==> config.mk <==
export PLATFORM = sky130hd
export DESIGN_NAME = clk_div_gen
export DESIGN_NICKNAME = d
export VERILOG_FILES = /design/src/rtl/clk_div_gen.sv
export SDC_FILE = /design/constraint.sdc
export NUM_CORES = 1
export LEC_CHECK = 0
export CORE_AREA = 2 2 66 100
export DETAILED_ROUTE_END_ITERATION = 16
export DIE_AREA = 0 0 68 102
export PLACE_DENSITY = 0.55
export SLEW_MARGIN = 20
export SYNTH_ARGS = -nofsm -noshare
export SYNTH_HDL_FRONTEND = slang
export SYNTH_SLANG_ARGS = --single-unit
==> constraint.sdc <==
create_clock -name clk -period 5 [get_ports clk]
set_clock_uncertainty 0.2 [all_clocks]
set_input_delay 1.25 -clock clk [delete_from_list [all_inputs] [get_ports clk]]
set_output_delay 1.25 -clock clk [all_outputs]
set_load 0.005 [all_outputs]
==> src/rtl/clk_div_gen.sv <==
// -----------------------------------------------------------------------------
// clk_div_gen
//
// Multi-channel programmable clock divider. Each channel derives, from the
// single system clock, a one-cycle tick pulse once per period and a near-50%
// clock-enable waveform. The period of a channel is D+1 system cycles, where
// D is the divide value programmed through the configuration port.
//
// Optional feature macro: CLKDIV_GLITCHFREE_EN
//   defined   : a ratio change on a running channel is held in a pending
//               register and applied at the next period boundary, so no
//               truncated or stretched period is ever produced.
//   undefined : a ratio change on a running channel takes effect at the
//               write edge and restarts the period; ch_pend is tied to 0.
//
// Parameters
//   CHANNELS : number of independent divider channels (1..16)
//   DIV_W    : width of the per-channel divide value D
//   CH_W     : width of the channel select (2^CH_W >= CHANNELS)
//
// Ports
//   clk      in   system clock, all state updates on the rising edge
//   rst_n    in   asynchronous active-low reset
//   cfg_we   in   configuration write strobe
//   cfg_ch   in   [CH_W]      channel addressed by the write
//   cfg_div  in   [DIV_W]     divide value D to write
//   cfg_en   in   channel enable to write
//   ch_tick  out  [CHANNELS]  one-cycle pulse per period, per channel
//   ch_clk   out  [CHANNELS]  divided waveform, high ceil((D+1)/2) cycles
//   ch_pend  out  [CHANNELS]  a divide change waits for the period boundary
//
// Configuration handshake: cfg_we is a plain strobe with no back-pressure.
// Every cycle in which cfg_we is high at a rising edge is one complete write;
// the block is always ready. Writes addressing cfg_ch >= CHANNELS are
// dropped without touching any state.
// -----------------------------------------------------------------------------
module clk_div_gen #(
    parameter int CHANNELS = 2,
    parameter int DIV_W    = 8,
    parameter int CH_W     = 4
) (
    input  logic                clk,
    input  logic                rst_n,
    input  logic                cfg_we,
    input  logic [CH_W-1:0]     cfg_ch,
    input  logic [DIV_W-1:0]    cfg_div,
    input  logic                cfg_en,
    output logic [CHANNELS-1:0] ch_tick,
    output logic [CHANNELS-1:0] ch_clk,
    output logic [CHANNELS-1:0] ch_pend
);

    // -------------------------------------------------------------------------
    // Per-channel state
    // -------------------------------------------------------------------------
    logic [CHANNELS-1:0][DIV_W-1:0] div_q, div_d;
    logic [CHANNELS-1:0][DIV_W-1:0] cnt_q, cnt_d;
    logic [CHANNELS-1:0]            en_q,  en_d;
`ifdef CLKDIV_GLITCHFREE_EN
    logic [CHANNELS-1:0][DIV_W-1:0] pdiv_q, pdiv_d;
    logic [CHANNELS-1:0]            pend_q, pend_d;
`endif

    // Period-boundary decode: the current cycle is the last one of the period.
    logic [CHANNELS-1:0] wrap;
    // Write strobe decoded per channel; out-of-range channels never match.
    logic [CHANNELS-1:0] wr_hit;

    always_comb begin
        for (int i = 0; i < CHANNELS; i++) begin
            wrap[i]   = en_q[i] && (cnt_q[i] == div_q[i]);
            wr_hit[i] = cfg_we && (int'(cfg_ch) == i);
        end
    end

    // -------------------------------------------------------------------------
    // Next-state logic: counting first, then the write overrides it.
    // -------------------------------------------------------------------------
    always_comb begin
        div_d = div_q;
        cnt_d = cnt_q;
        en_d  = en_q;
`ifdef CLKDIV_GLITCHFREE_EN
        pdiv_d = pdiv_q;
        pend_d = pend_q;
`endif
        for (int i = 0; i < CHANNELS; i++) begin
            // Free-running count, only while enabled.
            if (en_q[i]) begin
                if (wrap[i]) begin
                    cnt_d[i] = '0;
`ifdef CLKDIV_GLITCHFREE_EN
                    // Boundary reached: the queued ratio takes over for the
                    // period that starts now.
                    if (pend_q[i]) begin
                        div_d[i]  = pdiv_q[i];
                        pend_d[i] = 1'b0;
                    end
`endif
                end else begin
                    cnt_d[i] = cnt_q[i] + DIV_W'(1);
                end
            end

            // Configuration write; takes priority over the wrap update above.
            if (wr_hit[i]) begin
                if (!cfg_en) begin
                    en_d[i]  = 1'b0;
                    cnt_d[i] = '0;
`ifdef CLKDIV_GLITCHFREE_EN
                    pend_d[i] = 1'b0;
`endif
                end else if (!en_q[i]) begin
                    en_d[i]  = 1'b1;
                    div_d[i] = cfg_div;
                    cnt_d[i] = '0;
`ifdef CLKDIV_GLITCHFREE_EN
                    pend_d[i] = 1'b0;
`endif
                end else begin
`ifdef CLKDIV_GLITCHFREE_EN
                    // Running channel: queue the new ratio. If this edge is
                    // also a boundary with an older pending value, that older
                    // value is discarded and the divide stays unchanged, so
                    // the newly written value is the one applied next.
                    div_d[i]  = div_q[i];
                    pdiv_d[i] = cfg_div;
                    pend_d[i] = 1'b1;
`else
                    // Running channel: restart immediately with the new ratio.
                    div_d[i] = cfg_div;
                    cnt_d[i] = '0;
`endif
                end
            end
        end
    end

    // -------------------------------------------------------------------------
    // State registers
    // -------------------------------------------------------------------------
    always_ff @(posedge clk or negedge rst_n) begin
        if (!rst_n) begin
            div_q <= '0;
            cnt_q <= '0;
            en_q  <= '0;
        end else begin
            div_q <= div_d;
            cnt_q <= cnt_d;
            en_q  <= en_d;
        end
    end

`ifdef CLKDIV_GLITCHFREE_EN
    always_ff @(posedge clk or negedge rst_n) begin
        if (!rst_n) begin
            pdiv_q <= '0;
            pend_q <= '0;
        end else begin
            pdiv_q <= pdiv_d;
            pend_q <= pend_d;
        end
    end
`endif

    // -------------------------------------------------------------------------
    // Outputs: pure decodes of state flops, no combinational path from cfg_*.
    // Because reset clears en_q asynchronously, all outputs drop at once.
    // -------------------------------------------------------------------------
    always_comb begin
        for (int i = 0; i < CHANNELS; i++) begin
            ch_tick[i] = wrap[i];
            // High for phases 0..D/2, i.e. ceil((D+1)/2) cycles per period.
            ch_clk[i]  = en_q[i] && (cnt_q[i] <= (div_q[i] >> 1));
        end
    end

`ifdef CLKDIV_GLITCHFREE_EN
    assign ch_pend = pend_q;
`else
    assign ch_pend = '0;
`endif

endmodule

Word level (Yosys, flattened, before mapping)

Index checks and enable logic that the tools add are counted.

Register bits: 34
Latch bits: 0
Bits in writable memories: 0
ROM bits: 0
Bits of input ports: 16
Output and inout port bits: 6
Logic and storage cells: 31
Memories: 0

Add/sub/neg operators: 2
Multipliers: 0
Divide/modulo/power cells: 0
$lt $le $gt $ge: 2
Equal/unequal tests: 3
Shifts and indexed selects: 0
Mux-type cells: 7
Bitwise logic cells: 0
Reduce and logical (&&, ||, !) cells: 11

Operator list:

| cell                  | number |
|---|---|
| $mux W8               | 6 |
| $add A8 B1 Y8 const B | 2 |
| $eq A8 B8 Y1          | 2 |
| $le A8 B7 Y1          | 2 |
| $logic_and A1 B1 Y1   | 6 |
| $eq A4 B2 Y1 const B  | 1 |
| $logic_not A4 Y1      | 1 |
| $reduce_and A2 Y1     | 2 |
| $reduce_bool A2 Y1    | 2 |
| $mux W1               | 1 |

Longest topological paths before layout

Gate-level depths: netlist of the first run.

Word-level depth: 5
Mapped depth: 7
Gate-level depth less buffers: 7

Least setup slack after synthesis of the first run

No wires, ideal clock.

Path kind: reg2out
Start point: register cnt_q[5] in the netlist's numbering
End point: output ch_clk[0]
Arrival time: 1.446 ns
Data required time: 3.550 ns
Slack: 2.104 ns
Cell stages (with the launch flop): 6
Buffers on the path: 0
Cells stage by stage: dfrtp_1 ha_1 a21o_1 a211o_1 nor3_1 o21a_1

Word-level cells in the longest chain between the ends: 2

RTL lines:

| item                     | line | RTL |
|---|---|---|
| start: declaration       | 57   | `logic [CHANNELS-1:0][DIV_W-1:0] cnt_q, cnt_d;` |
| start signal: assignment | 149  | `cnt_q <= cnt_d;` |
| $le A8 B7 Y1             | 174  | `ch_clk[i] = en_q[i] && (cnt_q[i] <= (div_q[i] >> 1));` |
| $logic_and A1 B1 Y1      | 174  |  |
| end: declaration         | 49   | `output logic [CHANNELS-1:0] ch_clk,` |

No other way between the ends.

Worst setup path after layout of the first run

Ends and elaborated chain as after synthesis.

==> results of run 1 <==
[metal layers]
layer | vias to the layer above | routed length (µm) | part of all wire [%]
li1 | 766 | - | -
met1 | 735 | 1820 | 41
met2 | 24 | 2410 | 54
met3 | 4 | 142 | 3.2
met4 | 0 | 51 | 1.2
met5 | - | 0 | 0
[cell usage in the layout (no fill, tap or decap), types with 2 or more instances in the layout]
cell type	netlist	layout
a211o_1	2	2
a21o_1	5	5
a21oi_1	6	6
and3_1	3	3
clkbuf_8	0	6
clkdlybuf4s50_1	0	19
conb_1	1	2
dfrtp_1	34	34
ha_1	16	16
inv_1	21	21
mux2_2	17	17
nand2_1	17	17
nand3_1	10	10
nand4_1	5	5
nor2_1	4	4
nor2b_1	3	3
nor3_1	4	4
nor3b_1	2	2
o21ai_0	12	12
o22ai_1	4	4
or3_1	2	2
xnor2_1	17	17
xor2_1	5	5
[synthesized netlist by cell type, drive strengths merged, types with 4 or more instances]
| cell type | instances | area share, % |
|---|---|---|
| nand4 | 5 | 1.5 |
| nor3 | 4 | 0.96 |
| o22ai | 4 | 1.2 |
| xnor2 | 17 | 7.2 |
| mux2 | 17 | 9.2 |
| nor2 | 4 | 0.72 |
| a21o | 5 | 1.8 |
| ha | 16 | 9.6 |
| inv | 21 | 3.8 |
| o21ai | 13 | 3.1 |
| a21oi | 6 | 1.4 |
| dfrtp | 34 | 41 |
| xor2 | 5 | 2.1 |
| nand3 | 10 | 2.4 |
| nand2 | 18 | 3.4 |
[layout make-up]
type,count,area [µm²]
clock buffer,7,86.3
inverter,21,78.8
multi-input combinational,149,1130
tap,74,92.6
timing repair buffer,20,198
clock inverter,1,5.00
fill,635,3600
sequential,34,851
[power by group]
part / switching [W] / internal (W) / leakage (nW)
logic: 0.000165 / 0.000172 / 0.632
registers: 0.0000739 / 0.000330 / 0.444
clock network: 0.000100 / 0.000111 / 0.0482
[worst max path at each step]
stage          depth (start not counted)     start         to
5_1_grt                                6  cnt_q[5]  ch_clk[0]
3_3_place_gp                           6  cnt_q[5]  ch_clk[0]
4_1_cts                                6  cnt_q[5]  ch_clk[0]
2_1_floorplan                          5  cnt_q[5]  ch_clk[0]
6_report                               6  cnt_q[5]  ch_clk[0]
3_5_place_dp                           6  cnt_q[5]  ch_clk[0]
[sequential cells by signal (all words and copies together) (netlist names)]
name   flops
div_q     16
en_q       2
cnt_q     16
[metrics by stage]
| step | hold WS [ns] | std cells | util [%] | instance area (µm²) |
|---|---|---|---|---|
| finish | 0.339 | 306 | 40.4 | 2440 |
| global route | 0.358 | 306 | 40.4 | 2440 |
| CTS | 0.347 | 306 | 40.4 | 2440 |
| detailed placement | 0.329 | 298 | 38.8 | 2350 |
| global placement | 0.318 | 298 | 38.8 | 2350 |
| floorplan | 0.301 | 207 | - | 2080 |
[cell families after synthesis]
| group | after synthesis | share of synthesized area [%] |
|---|---|---|
| buf+inv | 24 | 5.05 |
| other cells | 1 | 0.180 |
| compound gates | 36 | 11.0 |
| mux | 17 | 9.21 |
| simple gates | 56 | 14.7 |
| fa+ha+maj | 16 | 9.63 |
| xor+xnor | 22 | 9.27 |
| flops | 34 | 40.9 |
==> flow_metrics.py, run 1 <==
metrics = {
    "routing": {
        "wire_per_inst_um": 14.4,
        "dr.pass1.iters": 4,
        "drtIter0Drc": 70,
        "num_vias": 1529,
        "wl_um": 4420,
        "ant_nets": 0,
        "drcViolationCount": 0,
        "vias_per_cell": 5.00,
    },
    "global_route": {
        "grt_start_max_net_pins": 35,
        "gr-usage-all-layers_pct": 14.9,
        "met2_usage_pct": 26.6,
        "antenna_found_initial": 0,
        "grt_use_met3_pct": 2.97,
        "grt_pass1_wl_um": 7650,
        "grt_pass1_vias": 1593,
        "grt.met1_usage_pct": 17.3,
        "overflow": 0,
        "grt-busiest-layer": "met2",
    },
    "timing": {
        "fin_ws_ns": 1.24,
        "finalHoldViolations": 0,
        "tns_ns": 0,
        "finalSetupViolCount": 0,
        "fin_crit_sh_pct": 75.1,
        "max-slew-margin-rel_pct": 56.2,
        "finalMaxSlewViolations": 0,
        "rsz0062_at_grt": "no",
        "min_period_ns": 3.76,
        "clock.fmax_mhz": 266,
        "worst_pin_slew_ns": 0.656,
    },
    "job": {
        "maxCapViolations": 0,
    },
    "synthesis": {
        "synth_ff_type": "dfrtp_1",
        "syn_area_per_cell_um2": 10.1,
        "synth_seq_cells": 34,
        "yosys_warnings": 0,
        "synthArstFlopShare_pct": 100,
        "synth-edff-count": 0,
        "yosysSeqAreaShare_pct": 40.9,
        "yosysUniqueCellTypes": 36,
        "syn_inst": 206,
        "netlist_area_mm2": 0.00208,
    },
    "floorplanning": {
        "die_y_um": 102,
        "die_x_um": 68,
        "start_util_pct": 34.4,
        "die_area_mm2": 0.00694,
        "ios": 22,
        "core_mm2": 0.00604,
        "rows": 35,
    },
    "critical_path": {
        "path_class": "reg -> out",
        "critPathMaxFanout": 5,
        "path_delay_family": "compound AO/OA/AOI/OAI gates",
        "crit_path_end_kind": "primary output",
        "reg2regPathDepth": 5,
        "slowest_stage": "clkdlybuf4s50_1",
        "critPathLaunchType": "flip-flop",
        "arrival_ns": 2.31,
        "r2r_end": "cnt_q[3]",
        "slowest_delay_ns": 0.49,
        "required_ns": 3.55,
        "r2r_slack_ns": 2.94,
        "worstReg2RegStart": "cnt_q[2]",
        "cp.buffers_inverters": 1,
        "path_cells": "ha_1 > a21o_1 > a211o_1 > nor3_1 > o21a_1 > clkdlybuf4s50_1",
    },
    "place": {
        "port_buffers": 19,
        "dp_slack_ns": 1.54,
        "routabilityCongestion": 0.796,
        "dp_hpwl_um": 3520,
    },
    "hold_path": {
        "hold_depth": 1,
        "holdPathEnd": "div_q[8]",
        "min-delay-path-class": "reg -> reg",
        "hp-start": "div_q[8]",
    },
    "pwr": {
        "power_density_mw_per_mm2": 390,
        "ir_worst_vdd_mv": 0.173,
        "power.leakage_nw": 1.12,
        "power.total_w": 0.000952,
    },
    "clocking": {
        "cts-root-buf": "clkbuf_8",
        "cts.clk_slew.worst_paths_ns": 0.07,
        "cts_resized": 0,
        "ctsHoldBuffers": 0,
        "insertion_delay_ns": 0.29,
        "postCtsSetupBuffers": 0,
        "clock_sinks": 34,
        "cts_buffers": 5,
        "htreeDepth": 2,
        "clockBufferDepth": 2,
        "cts_tree": "built",
    },
    "final_layout": {
        "diodes": 0,
        "drive_gt1_share_pct": 12.1,
        "nNetsFinal": 263,
        "syn_to_final_growth_pct": 17.3,
    },
    "status": {
        "status": "completed",
    },
}
Power figures use the tool's default switching activity.
==> run 2, diff against run 1 <==
--- a/config.mk
+++ b/config.mk
@@ -8,7 +8,7 @@
 export CORE_AREA = 2 2 66 100
 export DETAILED_ROUTE_END_ITERATION = 16
 export DIE_AREA = 0 0 68 102
-export PLACE_DENSITY = 0.55
+export PLACE_DENSITY = 0.57
 export SLEW_MARGIN = 20
 export SYNTH_ARGS = -nofsm -noshare
 export SYNTH_HDL_FRONTEND = slang
==> constraint.sdc (replaced) <==
create_clock -name clk -period 3.3 [get_ports clk]
set_clock_uncertainty 0.2 [all_clocks]
set_input_delay 0.825 -clock clk [delete_from_list [all_inputs] [get_ports clk]]
set_output_delay 0.825 -clock clk [all_outputs]
set_load 0.005 [all_outputs]
==> run 2 against run 1 <==
Compared with the run above: hold slack worse by 0.0029 ns; core utilization is 0.79 points higher; global-route usage is 0.39 points higher; routed wire length is 3.5% higher; combinational power is 64% higher; largest cell class unchanged; sequential power is 50% higher; cell count is 1.3% higher.
==> flow_metrics.py, run 2 (same netlist as run 1, synthesis figures left out) <==
metrics = {
    "final_layout": {
        "stdcell_count": 310,
        "diodes": 0,
        "syn_to_final_growth_pct": 19.6,
        "layout_commonest_cell": "dfrtp_1",
        "mostFrequentLayoutCells": "dfrtp_1, inv_1",
        "drive_gt1_share_pct": 16.1,
        "nNetsFinal": 268,
        "top_regs": "cnt_q x16, div_q x16, en_q x2",
    },
    "timing": {
        "rsz0062_at_grt": "no",
        "min_period_ns": 3.04,
        "finalHoldViolations": 0,
        "max-slew-margin-rel_pct": 55.1,
        "fin_crit_sh_pct": 92.0,
        "tns_ns": 0,
        "fin_hold_ws_ns": 0.337,
        "finalMaxSlewViolations": 0,
        "finalSetupViolCount": 0,
        "clock.fmax_mhz": 329,
        "worst_pin_slew_ns": 0.674,
    },
    "floorplanning": {
        "core_mm2": 0.00604,
        "die_y_um": 102,
        "die_x_um": 68,
        "rows": 35,
        "start_util_pct": 34.4,
        "ios": 22,
        "die_area_mm2": 0.00694,
    },
    "global_route": {
        "grt-busiest-layer": "met2",
        "grt_use_met3_pct": 2.64,
        "grt.met1_usage_pct": 18.1,
        "overflow": 0,
        "antenna_found_initial": 0,
        "grt_start_max_net_pins": 35,
        "gr-usage-all-layers_pct": 15.3,
        "grt_pass1_wl_um": 7870,
        "met2_usage_pct": 26.4,
        "grt_pass1_vias": 1667,
    },
    "pwr": {
        "swShare_pct": 36.7,
        "power_density_mw_per_mm2": 583,
        "p_comb_share_pct": 37.9,
        "p_switching_w": 0.000532,
        "pwr-share-seq_pct": 41.9,
        "power.leakage_nw": 1.17,
        "internal_power_w": 0.000918,
        "power.share.clock_pct": 20.1,
        "ir_worst_vdd_mv": 0.260,
    },
    "hold_path": {
        "min-delay-path-class": "reg -> reg",
        "hp-start": "div_q[8]",
    },
    "critical_path": {
        "crit_path_end_kind": "primary output",
        "slowest_delay_ns": 0.54,
        "setup.worst_path.start": "div_q[6]",
        "slowest_stage": "clkdlybuf4s50_1",
        "path_cells": "buf_4 > buf_4 > xnor2_1 > nand4_1 > nor3_1 > clkdlybuf4s50_1",
        "arrival_ns": 2.01,
        "critPathLaunchType": "flip-flop",
        "required_ns": 2.27,
        "worstReg2RegStart": "div_q[6]",
        "crit_top_cell": "buf_4",
        "critPathMaxFanout": 2,
        "path_class": "reg -> out",
    },
    "clocking": {
        "cts-root-buf": "clkbuf_8",
        "clock_sinks": 34,
        "cts_tree": "built",
        "clockBufferDepth": 2,
        "htreeDepth": 2,
        "insertion_delay_ns": 0.29,
        "cts_buffers": 5,
        "cts.clk_slew.worst_paths_ns": 0.07,
    },
    "routing": {
        "drtIter0Drc": 51,
        "num_vias": 1575,
        "vias_per_cell": 5.08,
        "drcViolationCount": 0,
        "ant_nets": 0,
        "wire_per_inst_um": 14.8,
        "dr.pass1.iters": 4,
        "wl_um": 4580,
    },
    "place": {
        "port_buffers": 19,
        "dp_cells": 299,
        "dp_hpwl_um": 3510,
        "routabilityCongestion": 0.835,
    },
    "status": {
        "status": "completed",
    },
    "job": {
        "maxCapViolations": 0,
    },
}
run 2: cell count changes in the layout (fill, tap and decap cells not counted), sizes merged:
cell,delta
buf,+5
clkbuf,-2
clkdlybuf4s50,-2
dlymetal6s2s,+2
clkinv,+1
run 2: routing by layer:
metal  share of wire [%]  vias up
li1                    -      773
met1                  41      766
met2                  53       26
met3                 2.4       10
met4                 2.7        0
met5                   0        -
run 2: critical path: cells and delay by family, from the launching register on:
family	cells	cell delay [ns]
and+or+nand+nor	2	0.42
DFF	1	0.38
buffers and inverters	3	0.80
xor gates and xnor gates	1	0.14
run 2: final timing paths:
path	endpoint	slack, ns	depth (start not counted)
worst max-delay path	ch_tick[0]	0.26	6
worst min-delay path	div_q[8]	0.34	1
worst max register to register	cnt_q[3]	1.19	7
worst min register to register	div_q[8]	0.34	1
max in group asynchronous	cnt_q[4]	1.82	2
min in group asynchronous	cnt_q[12]	0.74	2
run 2: power groups by stage:
stage / Clock [W] / Combinational (W) / Sequential [W]
detailed placement: 0 / 0.000529 / 0.000619
finish: 0.000292 / 0.000550 / 0.000608
floorplan: 0 / 0.000381 / 0.000590
global route: 0.000323 / 0.000634 / 0.000625
CTS: 0.000304 / 0.000538 / 0.000611
global placement: 0 / 0.000521 / 0.000615
run 2: cell type report:
cell class / instances / area [µm²]
Timing Repair Buffer: 25 / 240
Sequential cell: 34 / 853
Clock buffer: 5 / 68.8
Clock inverter: 2 / 10.0
Multi-Input combinational cell: 149 / 1140
Inverter: 21 / 78.8
Tap cell: 74 / 92.6
Fill cell: 637 / 3560
run 2: what timing repair did:
action / 4_1_cts / 5_1_grt
hold buffers: 0 / 0
gates cloned: 0 / 0
pin swaps: 0 / 4
setup endpoints to repair: 1 / 2
buffers inserted: 2 / 2
gates resized for setup: 0 / 8
run 2: stage by stage:
| stage | setup slack, ns | power, W | util [%] | area [µm²] |
|---|---|---|---|---|
| floorplan | 0.829 | 0.000971 | - | 2080 |
| global placement | 0.305 | 0.00114 | 39.0 | 2350 |
| detailed placement | 0.283 | 0.00115 | 39.0 | 2350 |
| CTS | 0.0168 | 0.00145 | 40.5 | 2450 |
| global route | 0.190 | 0.00158 | 41.1 | 2490 |
| finish | 0.263 | 0.00145 | 41.1 | 2490 |
==> run 3, diff against run 2 <==
--- a/config.mk
+++ b/config.mk
@@ -9,6 +9,7 @@
 export DETAILED_ROUTE_END_ITERATION = 16
 export DIE_AREA = 0 0 68 102
 export PLACE_DENSITY = 0.57
+export REMOVE_ABC_BUFFERS = 1
 export SLEW_MARGIN = 20
 export SYNTH_ARGS = -nofsm -noshare
 export SYNTH_HDL_FRONTEND = slang
==> run 3 against run 2 <==
Compared with the run above: hold slack worse by 0.00060 ns; combinational power up 1%; core utilization up 0.39 points; largest cell class unchanged.
==> flow_metrics.py, run 3 (same netlist as run 1, synthesis figures left out) <==
metrics = {
    "final_layout": {
        "drive_gt1_share_pct": 16.3,
        "top_regs": "cnt_q x16, div_q x16, en_q x2",
        "postLayoutCellArea_mm2": 0.00251,
        "nNetsFinal": 270,
        "syn_to_final_growth_pct": 20.7,
        "diodes": 0,
        "layout_commonest_cell": "dfrtp_1",
        "mostFrequentLayoutCells": "dfrtp_1, inv_1",
    },
    "global_route": {
        "antenna_found_initial": 0,
        "overflow": 0,
        "gr-usage-all-layers_pct": 15.2,
        "grt_start_max_net_pins": 35,
        "grt_pass1_vias": 1659,
        "grt_pass1_wl_um": 7820,
    },
    "critical_path": {
        "path_class": "reg -> out",
        "path_cells": "buf_4 > buf_4 > xnor2_1 > nand4_1 > nor3_1 > clkdlybuf4s50_1",
        "path_delay_family": "buffers and inverters",
        "arrival_ns": 1.96,
        "cp.buffers_inverters": 3,
        "r2r_end": "cnt_q[3]",
        "slowest_delay_ns": 0.54,
        "setup.worst_path.start": "div_q[6]",
        "slowest_stage": "clkdlybuf4s50_1",
        "crit_top_cell": "buf_4",
        "cp.depth": 6,
        "required_ns": 2.27,
        "reg2regPathDepth": 7,
        "critPathLaunchType": "flip-flop",
        "worstReg2RegStart": "div_q[6]",
        "r2r_slack_ns": 1.23,
        "critPathMaxFanout": 2,
        "endpoint": "ch_tick[0]",
        "crit_path_end_kind": "primary output",
    },
    "floorplanning": {
        "die_area_mm2": 0.00694,
        "rows": 35,
        "start_util_pct": 34.4,
        "die_y_um": 102,
        "die_x_um": 68,
        "core_mm2": 0.00604,
        "ios": 22,
    },
    "pwr": {
        "internal_power_w": 0.000950,
        "ir_worst_vdd_mv": 0.296,
        "power.total_w": 0.00149,
        "swShare_pct": 36.3,
        "power_density_mw_per_mm2": 594,
        "pwr-share-seq_pct": 40.5,
        "p_comb_share_pct": 37.4,
        "power.leakage_nw": 1.18,
        "p_switching_w": 0.000541,
        "power.share.clock_pct": 22.0,
    },
    "status": {
        "status": "completed",
    },
    "clocking": {
        "ctsHoldBuffers": 0,
        "cts_buffers": 5,
        "clock_sinks": 34,
        "cts_tree": "built",
        "insertion_delay_ns": 0.29,
        "cts-root-buf": "clkbuf_8",
        "htreeDepth": 2,
        "cts.clk_slew.worst_paths_ns": 0.08,
        "clockBufferDepth": 2,
    },
    "timing": {
        "max-slew-margin-rel_pct": 56.9,
        "tns_ns": 0,
        "clock.fmax_mhz": 335,
        "min_period_ns": 2.98,
        "fin_ws_ns": 0.315,
        "fin_crit_sh_pct": 90.5,
        "finalSetupViolCount": 0,
        "finalMaxSlewViolations": 0,
        "rsz0062_at_grt": "no",
        "finalHoldViolations": 0,
        "worst_pin_slew_ns": 0.647,
    },
    "place": {
        "dp_hpwl_um": 3510,
        "dp_slack_ns": 0.262,
        "placed_area_mm2": 0.00236,
        "routabilityCongestion": 0.836,
        "port_buffers": 19,
    },
    "routing": {
        "ant_nets": 0,
        "wl_um": 4520,
        "drcViolationCount": 0,
        "dr.pass1.iters": 4,
        "vias_per_cell": 5.00,
        "drtIter0Drc": 51,
        "wire_per_inst_um": 14.4,
        "num_vias": 1565,
    },
    "hold_path": {
        "min-delay-path-class": "reg -> reg",
        "hold_depth": 1,
    },
    "job": {
        "maxCapViolations": 0,
    },
}
## run 3: power groups by stage
stage	sequential, W	clock [W]	combinational, W
finish	0.000605	0.000328	0.000558
global route	0.000622	0.000353	0.000645
CTS	0.000608	0.000339	0.000547
detailed placement	0.000617	0	0.000535
global placement	0.000615	0	0.000522
floorplan	0.000590	0	0.000371
## run 3: how the worst min path moves through the flow
stage,start,endpoint,slack (ns)
floorplan,div_q[0],div_q[0],0.30
global placement,div_q[8],div_q[8],0.32
detailed placement,div_q[0],div_q[0],0.32
CTS,div_q[0],div_q[0],0.34
global route,div_q[0],div_q[0],0.37
finish,div_q[0],div_q[0],0.34
## run 3: cell type report
| type | count | area, µm² |
|---|---|---|
| flip-flops and latches | 34 | 852 |
| repair buffers | 27 | 255 |
| multi-input cells | 149 | 1140 |
| fillers | 609 | 3530 |
| well taps | 74 | 92.6 |
| inverters | 21 | 78.8 |
| clock buffers | 6 | 82.6 |
| clock inverters | 2 | 12.5 |
## run 3: timing repair
item,CTS,global route
buffers inserted,2,3
resized for setup,1,4
setup endpoints to repair,1,2
pin swaps,1,0
## run 3: per-layer routing
layer / track usage, % / part of all wire, % / up-vias
met1: 17.2 / 40 / 751
met5: 0 / 0 / -
met4: 7.54 / 3.0 / 0
met2: 26.7 / 54 / 24
met3: 2.53 / 2.8 / 11
li1: - / - / 779
## run 3: through the flow
step | std cells | hold slack (ns) | utilization (%)
CTS | 310 | 0.337 | 41.0
global route | 313 | 0.370 | 41.5
global placement | 300 | 0.320 | 39.1
detailed placement | 300 | 0.320 | 39.1
finish | 313 | 0.336 | 41.5
floorplan | 204 | 0.301 | -
==> edit: new RTL, settings of run 3 <==
Set the parameter `CHANNELS` to 1 (it was 2). Comments in the files are not updated.
--- a/src/rtl/clk_div_gen.sv
+++ b/src/rtl/clk_div_gen.sv
@@ -36,5 +36,5 @@
 // -----------------------------------------------------------------------------
 module clk_div_gen #(
-    parameter int CHANNELS = 2,
+    parameter int CHANNELS = 1,
     parameter int DIV_W    = 8,
     parameter int CH_W     = 4
Interface: changed (resized ch_clk, ch_pend and ch_tick); port bits go from 22 to 19. The function was not compared with the original's and may differ.
==> edit against run 3 <==
Critical path depth increased by 1. Final area down 46%. Register-to-register slack lost 0.03 ns. Via count fell by 48%. Sequential share of layout area down 2.7 points. Power fell by 51%. Maximum frequency shrank 5.7%. Sequential cell count down 17. Synthesized area decreased by 49%. Worst setup slack worse by 0.18 ns. Synthesized cell count shrank 50%. Routed wire length is 50% lower. Critical endpoint is now ch_clk. Largest cell class unchanged.
==> edit: results (changes against run 3) <==
* Count of instances resized after the clock tree is built: 0 (-1)
- The pin count of the biggest net entering global routing came to 18 (-49%).
* Run status: completed
* Final routed wirelength across all metal layers: 2240 um (-50%)
* Total length of routed met2 wires: 1180 um (-52%)
- Sequential fraction of design power: 42.2% (+1.7 points)
- Routability-driven placement congestion ratio: 0.709 (-15%)
- The met1 layer usage reported by global route came to 8.37% (-8.8 points).
- The H-tree level count came to 1 (-1).
- The proportion of netlist area held by the largest area contributor is 40.1% (-0.77 points).
- The detailed-route vias per instance is 4.15 (-17%).
* Avg Cell Area, Syn: 10.2 um2 (+0.95%)
- The post-route met1 wirelength was 911 um (-50%).
- The area after detailed placement came to 1300 um2 (-45%).
- Sorting the synthesized cells by how often they occur yields sky130_fd_sc_hd__dfrtp_1, sky130_fd_sc_hd__xor2_1.
* Setup Buffers After CTS: 0 (-2)
- The number of DRC violations after detailed-routing iteration 0 was 12 (-76%).
- Placed instance count: 193 (-36%)
* Critical Path AT: 2.14 ns (+0.18 ns)
- The final net count came to 149 (-45%).
- The routed wire length per instance was 11.3 um (-22%).
* Later-pin clock latency in the skew report: 0.26 ns (-0.03 ns)
- Power per cell area: 535 nW/um2 (-9.9%)
- Headroom to the max-slew limit: 45.8% (-11 points)
- The global-route wire length before repair came to 4010 um (-49%).
- The layout filler cell count came to 685 (+12%).
* Inserted Clock Buffers: 3 (-2)
==> edit: changes by cell type after synthesis, sizes merged, moves of 5 or more <==
cell | before | now
dfrtp | 34 | 17
xnor2 | 17 | 1
inv | 21 | 8
nand2 | 18 | 8
mux2 | 17 | 8
ha | 16 | 8
nand3 | 10 | 3
o21ai | 13 | 8
==> edit: through the flow <==
stage	setup WS [ns]	power, mW
after floorplan	0.926	0.475
after global placement	0.366	0.557
after detailed placement	0.339	0.563
after CTS	0.0522	0.733
after global routing	0.00945	0.807
final	0.136	0.732
==> edit: worst paths after layout <==
path / startpoint / endpoint / slack (ns) / cells past startpoint
hold / removal: div_q[0] / div_q[0] / 0.33 / 1
setup reg to reg: cnt_q[1] / cnt_q[3] / 1.20 / 6
max in group asynchronous: rst_n / cnt_q[1] / 1.51 / 1
min in group asynchronous: rst_n / div_q[1] / 0.83 / 1
setup / recovery: cnt_q[1] / ch_clk / 0.14 / 7
hold reg to reg: div_q[0] / div_q[0] / 0.33 / 1
==> edit: layout make-up <==
cell class	count	area share (%)
inverter	8	2.20
timing repair buffer	18	13.0
tap	74	6.78
sequential	17	31.2
clock buffer	3	3.02
clock inverter	1	0.366
multi-input combinational	77	43.4
==> edit: kinds of logic after synthesis <==
group,Yosys count
AOI/OAI and AO/OA,18
DFF,17
muxes,8
xor gates and xnor gates,10
other,1
and+or+nand+nor,32
buffers and inverters,10
adders and majority gates,8
==> edit: worst max-delay path: cells and delay by family, from the launching register on <==
| kind | cells | cell delay [ns] |
|---|---|---|
| and+or+nand+nor | 2 | 0.19 |
| AOI/OAI and AO/OA | 3 | 0.45 |
| buffers and inverters | 1 | 0.49 |
| DFF | 1 | 0.45 |
| adders and majority gates | 1 | 0.30 |
